## src/rtl/apb_alarm_master_if.sv

```systemverilog
// Command/response stream plus APB4 bus bundle seen by apb_alarm_master.
interface apb_alarm_master_if #(
  parameter int unsigned ADDR_W = 32
);
  logic              cmd_valid_i;
  logic              cmd_ready_o;
  logic              cmd_write_i;
  logic [ADDR_W-1:0] cmd_addr_i;
  logic [31:0]       cmd_wdata_i;
  logic [3:0]        cmd_strb_i;

  logic              rsp_valid_o;
  logic              rsp_ready_i;
  logic [31:0]       rsp_rdata_o;
  logic              rsp_err_o;
  logic              rsp_timeout_o;

  logic [ADDR_W-1:0] paddr_o;
  logic              psel_o;
  logic              penable_o;
  logic              pwrite_o;
  logic [31:0]       pwdata_o;
  logic [3:0]        pstrb_o;
  logic              pready_i;
  logic [31:0]       prdata_i;
  logic              pslverr_i;

  modport master (
    input  cmd_valid_i, cmd_write_i, cmd_addr_i, cmd_wdata_i, cmd_strb_i,
           rsp_ready_i, pready_i, prdata_i, pslverr_i,
    output cmd_ready_o, rsp_valid_o, rsp_rdata_o, rsp_err_o, rsp_timeout_o,
           paddr_o, psel_o, penable_o, pwrite_o, pwdata_o, pstrb_o
  );

  modport slave (
    output cmd_valid_i, cmd_write_i, cmd_addr_i, cmd_wdata_i, cmd_strb_i,
           rsp_ready_i, pready_i, prdata_i, pslverr_i,
    input  cmd_ready_o, rsp_valid_o, rsp_rdata_o, rsp_err_o, rsp_timeout_o,
           paddr_o, psel_o, penable_o, pwrite_o, pwdata_o, pstrb_o
  );
endinterface

```

## src/rtl/apb_alarm_master.sv

```systemverilog
// APB4 initiator: one command in, one single APB transfer out, one response back,
// with a pready watchdog so a hung slave cannot stall the command stream.
module apb_alarm_master #(
  parameter int unsigned ADDR_W         = 32,
  parameter int unsigned TIMEOUT_CYCLES = 1024
) (
  input logic                pclk_i,
  input logic                presetn_i,
  apb_alarm_master_if.master bus
);
  localparam int unsigned     CNT_W    = (TIMEOUT_CYCLES > 1) ? $clog2(TIMEOUT_CYCLES) : 1;
  localparam logic [CNT_W-1:0] CNT_LAST = CNT_W'(TIMEOUT_CYCLES - 1);

  typedef enum logic [1:0] {
    S_IDLE   = 2'd0,
    S_SETUP  = 2'd1,
    S_ACCESS = 2'd2,
    S_RESP   = 2'd3
  } state_e;

  state_e            r_state;
  state_e            w_next_state;
  logic [CNT_W-1:0]  r_wait_cnt;
  logic              w_timeout;
  logic              w_cmd_ready;
  logic              w_psel;
  logic              w_penable;
  logic              w_rsp_valid;

  logic [ADDR_W-1:0] r_paddr;
  logic              r_pwrite;
  logic [31:0]       r_pwdata;
  logic [3:0]        r_pstrb;
  logic [31:0]       r_rsp_rdata;
  logic              r_rsp_err;
  logic              r_rsp_timeout;

  // Timeout fires on the ACCESS cycle that would be the TIMEOUT_CYCLES-th unanswered one.
  assign w_timeout = (r_state == S_ACCESS) && !bus.pready_i && (r_wait_cnt == CNT_LAST);

  always_ff @(posedge pclk_i or negedge presetn_i) begin
    if (!presetn_i) r_state <= S_IDLE;
    else            r_state <= w_next_state;
  end

  always_comb begin
    w_next_state = r_state;
    unique case (r_state)
      S_IDLE:   if (bus.cmd_valid_i) w_next_state = S_SETUP;
      S_SETUP:  w_next_state = S_ACCESS;
      S_ACCESS: if (bus.pready_i || w_timeout) w_next_state = S_RESP;
      S_RESP:   if (bus.rsp_ready_i) w_next_state = S_IDLE;
      default:  w_next_state = S_IDLE;
    endcase
  end

  // cmd_ready is gated by reset so it reads 0 while presetn_i is held low.
  always_comb begin
    w_cmd_ready = 1'b0;
    w_psel      = 1'b0;
    w_penable   = 1'b0;
    w_rsp_valid = 1'b0;
    unique case (r_state)
      S_IDLE:   w_cmd_ready = presetn_i;
      S_SETUP:  w_psel      = 1'b1;
      S_ACCESS: begin
        w_psel    = 1'b1;
        w_penable = 1'b1;
      end
      S_RESP:   w_rsp_valid = 1'b1;
      default:  w_cmd_ready = 1'b0;
    endcase
  end

  always_ff @(posedge pclk_i or negedge presetn_i) begin
    if (!presetn_i) begin
      r_wait_cnt <= '0;
    end else if (r_state == S_ACCESS) begin
      if (!bus.pready_i) r_wait_cnt <= r_wait_cnt + CNT_W'(1);
    end else begin
      r_wait_cnt <= '0;
    end
  end

  // APB request fields load only on acceptance; response fields only on ACCESS completion.
  always_ff @(posedge pclk_i or negedge presetn_i) begin
    if (!presetn_i) begin
      r_paddr       <= '0;
      r_pwrite      <= 1'b0;
      r_pwdata      <= '0;
      r_pstrb       <= '0;
      r_rsp_rdata   <= '0;
      r_rsp_err     <= 1'b0;
      r_rsp_timeout <= 1'b0;
    end else begin
      if ((r_state == S_IDLE) && bus.cmd_valid_i) begin
        r_paddr  <= bus.cmd_addr_i;
        r_pwrite <= bus.cmd_write_i;
        r_pwdata <= bus.cmd_write_i ? bus.cmd_wdata_i : 32'h0;
        r_pstrb  <= bus.cmd_write_i ? bus.cmd_strb_i  : 4'h0;
      end
      if (r_state == S_ACCESS) begin
        if (bus.pready_i) begin
          r_rsp_rdata   <= r_pwrite ? 32'h0 : bus.prdata_i;
          r_rsp_err     <= bus.pslverr_i;
          r_rsp_timeout <= 1'b0;
        end else if (w_timeout) begin
          r_rsp_rdata   <= 32'h0;
          r_rsp_err     <= 1'b1;
          r_rsp_timeout <= 1'b1;
        end
      end
    end
  end

  assign bus.cmd_ready_o   = w_cmd_ready;
  assign bus.psel_o        = w_psel;
  assign bus.penable_o     = w_penable;
  assign bus.rsp_valid_o   = w_rsp_valid;
  assign bus.paddr_o       = r_paddr;
  assign bus.pwrite_o      = r_pwrite;
  assign bus.pwdata_o      = r_pwdata;
  assign bus.pstrb_o       = r_pstrb;
  assign bus.rsp_rdata_o   = r_rsp_rdata;
  assign bus.rsp_err_o     = r_rsp_err;
  assign bus.rsp_timeout_o = r_rsp_timeout;
endmodule

```

## src/flat_wrapper.sv

```systemverilog
// flat-port wrapper written by rule: the top's interface ports become plain ports
module apb_alarm_master_flat 
#(
  parameter int unsigned ADDR_W         = 32,
  parameter int unsigned TIMEOUT_CYCLES = 1024
)
  (pclk_i, presetn_i, bus_cmd_valid_i, bus_cmd_write_i, bus_cmd_addr_i, bus_cmd_wdata_i, bus_cmd_strb_i, bus_rsp_ready_i, bus_pready_i, bus_prdata_i, bus_pslverr_i, bus_cmd_ready_o, bus_rsp_valid_o, bus_rsp_rdata_o, bus_rsp_err_o, bus_rsp_timeout_o, bus_paddr_o, bus_psel_o, bus_penable_o, bus_pwrite_o, bus_pwdata_o, bus_pstrb_o);
  apb_alarm_master_if #(.ADDR_W(ADDR_W)) bus_i ();
  input logic pclk_i;
  input logic presetn_i;
  input wire logic [$bits(bus_i.cmd_valid_i)-1:0] bus_cmd_valid_i;
  input wire logic [$bits(bus_i.cmd_write_i)-1:0] bus_cmd_write_i;
  input wire logic [$bits(bus_i.cmd_addr_i)-1:0] bus_cmd_addr_i;
  input wire logic [$bits(bus_i.cmd_wdata_i)-1:0] bus_cmd_wdata_i;
  input wire logic [$bits(bus_i.cmd_strb_i)-1:0] bus_cmd_strb_i;
  input wire logic [$bits(bus_i.rsp_ready_i)-1:0] bus_rsp_ready_i;
  input wire logic [$bits(bus_i.pready_i)-1:0] bus_pready_i;
  input wire logic [$bits(bus_i.prdata_i)-1:0] bus_prdata_i;
  input wire logic [$bits(bus_i.pslverr_i)-1:0] bus_pslverr_i;
  output wire logic [$bits(bus_i.cmd_ready_o)-1:0] bus_cmd_ready_o;
  output wire logic [$bits(bus_i.rsp_valid_o)-1:0] bus_rsp_valid_o;
  output wire logic [$bits(bus_i.rsp_rdata_o)-1:0] bus_rsp_rdata_o;
  output wire logic [$bits(bus_i.rsp_err_o)-1:0] bus_rsp_err_o;
  output wire logic [$bits(bus_i.rsp_timeout_o)-1:0] bus_rsp_timeout_o;
  output wire logic [$bits(bus_i.paddr_o)-1:0] bus_paddr_o;
  output wire logic [$bits(bus_i.psel_o)-1:0] bus_psel_o;
  output wire logic [$bits(bus_i.penable_o)-1:0] bus_penable_o;
  output wire logic [$bits(bus_i.pwrite_o)-1:0] bus_pwrite_o;
  output wire logic [$bits(bus_i.pwdata_o)-1:0] bus_pwdata_o;
  output wire logic [$bits(bus_i.pstrb_o)-1:0] bus_pstrb_o;
  assign bus_i.cmd_valid_i = bus_cmd_valid_i;
  assign bus_i.cmd_write_i = bus_cmd_write_i;
  assign bus_i.cmd_addr_i = bus_cmd_addr_i;
  assign bus_i.cmd_wdata_i = bus_cmd_wdata_i;
  assign bus_i.cmd_strb_i = bus_cmd_strb_i;
  assign bus_i.rsp_ready_i = bus_rsp_ready_i;
  assign bus_i.pready_i = bus_pready_i;
  assign bus_i.prdata_i = bus_prdata_i;
  assign bus_i.pslverr_i = bus_pslverr_i;
  assign bus_cmd_ready_o = bus_i.cmd_ready_o;
  assign bus_rsp_valid_o = bus_i.rsp_valid_o;
  assign bus_rsp_rdata_o = bus_i.rsp_rdata_o;
  assign bus_rsp_err_o = bus_i.rsp_err_o;
  assign bus_rsp_timeout_o = bus_i.rsp_timeout_o;
  assign bus_paddr_o = bus_i.paddr_o;
  assign bus_psel_o = bus_i.psel_o;
  assign bus_penable_o = bus_i.penable_o;
  assign bus_pwrite_o = bus_i.pwrite_o;
  assign bus_pwdata_o = bus_i.pwdata_o;
  assign bus_pstrb_o = bus_i.pstrb_o;
  apb_alarm_master #(.ADDR_W(ADDR_W), .TIMEOUT_CYCLES(TIMEOUT_CYCLES)) u_core (.pclk_i(pclk_i), .presetn_i(presetn_i), .bus(bus_i));
endmodule
```

## config.mk

```make
export PLATFORM = sky130hd
export DESIGN_NAME = apb_alarm_master_flat
export DESIGN_NICKNAME = d
export VERILOG_FILES = /design/src/rtl/apb_alarm_master_if.sv /design/src/rtl/apb_alarm_master.sv /design/src/flat_wrapper.sv
export SDC_FILE = /design/constraint.sdc
export NUM_CORES = 1
export LEC_CHECK = 0
export CORE_ASPECT_RATIO = 0.75
export CORE_MARGIN = 1.5
export CORE_UTILIZATION = 38
export CTS_CLUSTER_SIZE = 20
export DETAILED_ROUTE_END_ITERATION = 10
export PLACE_DENSITY_LB_ADDON = 0.2
export SYNTH_ARGS = -nofsm -noshare
export SYNTH_HDL_FRONTEND = slang
export SYNTH_SLANG_ARGS = --single-unit
```

## constraint.sdc

```tcl
create_clock -name pclk_i -period 1.8 [get_ports pclk_i]
set_input_delay 0.18 -clock pclk_i [delete_from_list [all_inputs] [get_ports pclk_i]]
set_output_delay 0.18 -clock pclk_i [all_outputs]
set_load 0.01 [all_outputs]
```

==> results.md <==
* Clock Latency Late Sink at 0.39 ns
* Area delta synth->final at 62.5%
* CTS Buffer Depth at 2
* Post-synth EDFFs at 0
* Clock root cell: clkbuf_16
* Startpoint Class: register
* Post-synthesis register bit count at 115
* Adder-cell area share of the yosys netlist at 0.0131
* Yosys top cell area share at 0.605
* Router iterations before antenna repair at 4
* Relative slew margins at 0.593
* DR WL/cell at 15.2 um
* Antenna diode count at 0
* Initial core utilization at 0.388
* Worst slack at placement at -0.0249 ns
* Actual slew at the worst max-slew pin at 0.610 ns
* Vias per cell at 4.78
* Die Wd at 132 um
* Layout Nets at 738
* Worst setup path startpoint: u_core.r_wait_cnt[0]
* DP Area at 7120 um^2
* I/O Pins at 214
* Distinct cells, synth at 33
* Yosys top cell by area: dfrtp_1
* Hold WC Path Type: primary input to register
* Register area share after synthesis at 0.605
* GRT Util Overall at 0.187
* Reg-to-Reg Start: u_core.r_wait_cnt[0]
* Main area contributors after synthesis: dfrtp_1 60%, mux2_2 8.0%, nand2_1 6.2%, a221o_1 5.9%, o21ai_0 4.3%
* Die height at 99.9 um
* Syn Nets at 518
* Synthesized cell area at 4760 um^2
* Max_cap viols at 0
* Post-route DRC at 0
* Synth Area in Simple Gates at 0.132
* RSZ-0062 raised after global routing: true
* WL final at 12200 um
* Core area at 12300 um^2
* Avg Cell Area, Syn at 11.7 um^2
* Status: finished, final reports clean
* DR vias at 3841
* CP max FO at 33
* Cell leakage power at 0.00329 uW
* Critical Path RT at 2.06 ns
* Pin count of the biggest net entering global routing at 116
* Post-synthesis xor/xnor area fraction at 0.0110
* First-pass GRT wire length at 19600 um
* Post CTS Setup Buffer Count at 0
* Post-synthesis mux area share at 0.0826
* Grt ovf at 0
* Post-route cell area at 7730 um^2
* Largest family of logic cells by synthesized area: simple AND/OR/NAND/NOR gates
* Initial antenna violation count at 0
* Post-synthesis compound-gate area fraction at 0.125
* Post-synthesis async set-or-reset flop share at 1.00
* Share of cells above drive strength 1 at 0.137
* Pwr Density at 1700 nW/um^2
* Post-synthesis cell count at 406
* Max IR drop VDD at 1.06 mV
* Row cnt at 35
* DP Wirelength at 8590 um
* Minimum clock period at 1.73 ns
* ANT nets after route at 0
* CTS Sinks at 115
* Vias in the first global route at 3859
* Primary FF master, synth: dfrtp_1
* F_max at 0.580 GHz
* Die Footprint at 13200 um^2
* Final setup fails at 0
* CTS tree: built
* RePlAce Congestion at 0.755
* End of the worst register-to-register path: u_core.bus.rsp_rdata_o[6]
* R2R setup slack at 0.07 ns
* Pins Over Slew Limit at 0
* End point of the critical path: u_core.bus.rsp_rdata_o[6]
* Fin. Hold Viols at 0
* Crit Path Class: register to register
* Fin crit share at 0.958
* Yosys warns at 0
* Critical Path AT at 1.99 ns
* Total power draw at 13100 uW
* 1st-iter DRT viols at 129
* Clock skew at 0.0113 ns
* IO Port Bufs at 213
* CTS buffer count at 17
* Kind of end point of the critical path: register
* Worst r2r path cells at 4
* Clock-pin slew on the worst setup and hold paths at 0.05 ns
* Tightest hold margin at 0.346 ns
* Slack of the critical path at 0.0750 ns
* H-tree levels at 4
[layout make-up]
type                       instances  area (um^2)
timing repair buffer             227         2280
tap                              166          208
sequential                       115         2880
fill                             960         4530
clock inverter                    11          163
multi-input combinational        259         1750
clock buffer                      19          433
inverter                           6         22.5
[registers in the layout, indices dropped and copies added (netlist names)]
register	count
u_core.bus.paddr_o	32
u_core.bus.pwdata_o	32
u_core.r_state	2
u_core.bus.rsp_timeout_o	1
u_core.bus.rsp_rdata_o	32
u_core.bus.rsp_err_o	1
u_core.r_wait_cnt	10
u_core.bus.pwrite_o	1
u_core.bus.pstrb_o	4
[synth_stat cells (3+ instances only)]
library cell and count:
ha_1 5, nor2b_1 32, a221o_1 28, mux2_2 34, dfrtp_1 115, a221o_2 3, buf_6 3, nor2_1 9
xor2_1 4, a21oi_1 3, nand2_1 78, o21ai_0 41, buf_1 6, nor3_1 3, buf_2 5, inv_1 6
clkbuf_1 12
[critical path, cell delays in order (launching register included)]
cell and delay (ns):
dfrtp_1 0.38, ha_1 0.19, nand4b_1 0.14, o31a_4 0.45, a221o_1 0.42
[per-stage QoR]
stage | instances | TNS (ns) | utilization
after floorplan | 406 | 0 | -
after global placement | 772 | 0 | 0.580
after detailed placement | 772 | -0.0973 | 0.580
after CTS | 803 | 0 | 0.630
after global routing | 803 | -0.0182 | 0.630
final | 803 | 0 | 0.630
[per-layer routing]
metal / global-route usage / vias to the layer above / wire (um)
met2: 0.304 / 123 / 6100
met5: 0 / - / 0
met4: 0.0566 / 0 / 161
met1: 0.237 / 1864 / 5260
li1: - / 1844 / -
met3: 0.0677 / 10 / 705
[cells by family (layout without fill, tap and decap cells)]
| family | Yosys count | count (layout) |
|---|---|---|
| AND/OR/NAND/NOR | 132 | 132 |
| flip-flops | 115 | 115 |
| AO/OA/AOI/OAI | 81 | 81 |
| multiplexers | 35 | 35 |
| buffers and inverters | 32 | 263 |
| XOR/XNOR | 6 | 6 |
| adder cells (fa/ha/maj) | 5 | 5 |
[where the power goes]
part	total, uW	leakage, uW	internal [uW]	switching, uW
clock network	3410	0.000284	2290	1120
registers	4330	0.00139	3680	651
logic	5370	0.00162	3210	2170
total	13100	0.00329	9180	3940
[how the worst min path moves through the flow]
| stage | start | endpoint | slack, ns | cells past startpoint |
|---|---|---|---|---|
| 3_5_place_dp | presetn_i | u_core.bus.pwdata_o[24] | 0.36 | 2 |
| 6_report | bus_cmd_wdata_i[23] | u_core.bus.pwdata_o[23] | 0.35 | 3 |
| 3_3_place_gp | presetn_i | u_core.bus.pwdata_o[12] | 0.34 | 2 |
| 2_1_floorplan | presetn_i | u_core.bus.paddr_o[0] | -0.12 | 0 |
| 5_1_grt | bus_cmd_wdata_i[15] | u_core.bus.pwdata_o[15] | 0.33 | 3 |
| 4_1_cts | bus_cmd_wdata_i[23] | u_core.bus.pwdata_o[23] | 0.33 | 3 |
[cell usage in the layout, fill, tap and decap left out, types with 3 or more instances in the layout]
master / netlist / layout
a21oi_1: 3 / 3
a221o_1: 28 / 28
a221o_2: 3 / 3
buf_12: 0 / 3
buf_4: 0 / 10
bufinv_16: 0 / 4
clkbuf_16: 0 / 17
clkdlybuf4s50_1: 0 / 208
clkinv_2: 0 / 4
clkinvlp_4: 0 / 3
dfrtp_1: 115 / 115
dlygate4sd2_1: 0 / 3
ha_1: 5 / 3
inv_1: 6 / 6
mux2_2: 34 / 34
nand2_1: 78 / 77
nor2_1: 9 / 9
nor2b_1: 32 / 32
o21ai_0: 41 / 41
xor2_1: 4 / 4
[what timing repair did]
action,in CTS,in global routing
hold buffers,1,0
gates resized for setup,5,2
endpoints found under the hold margin,115,0
cloned,0,0
endpoints found under the setup margin,3,3
(Power assumes the default switching activity.)
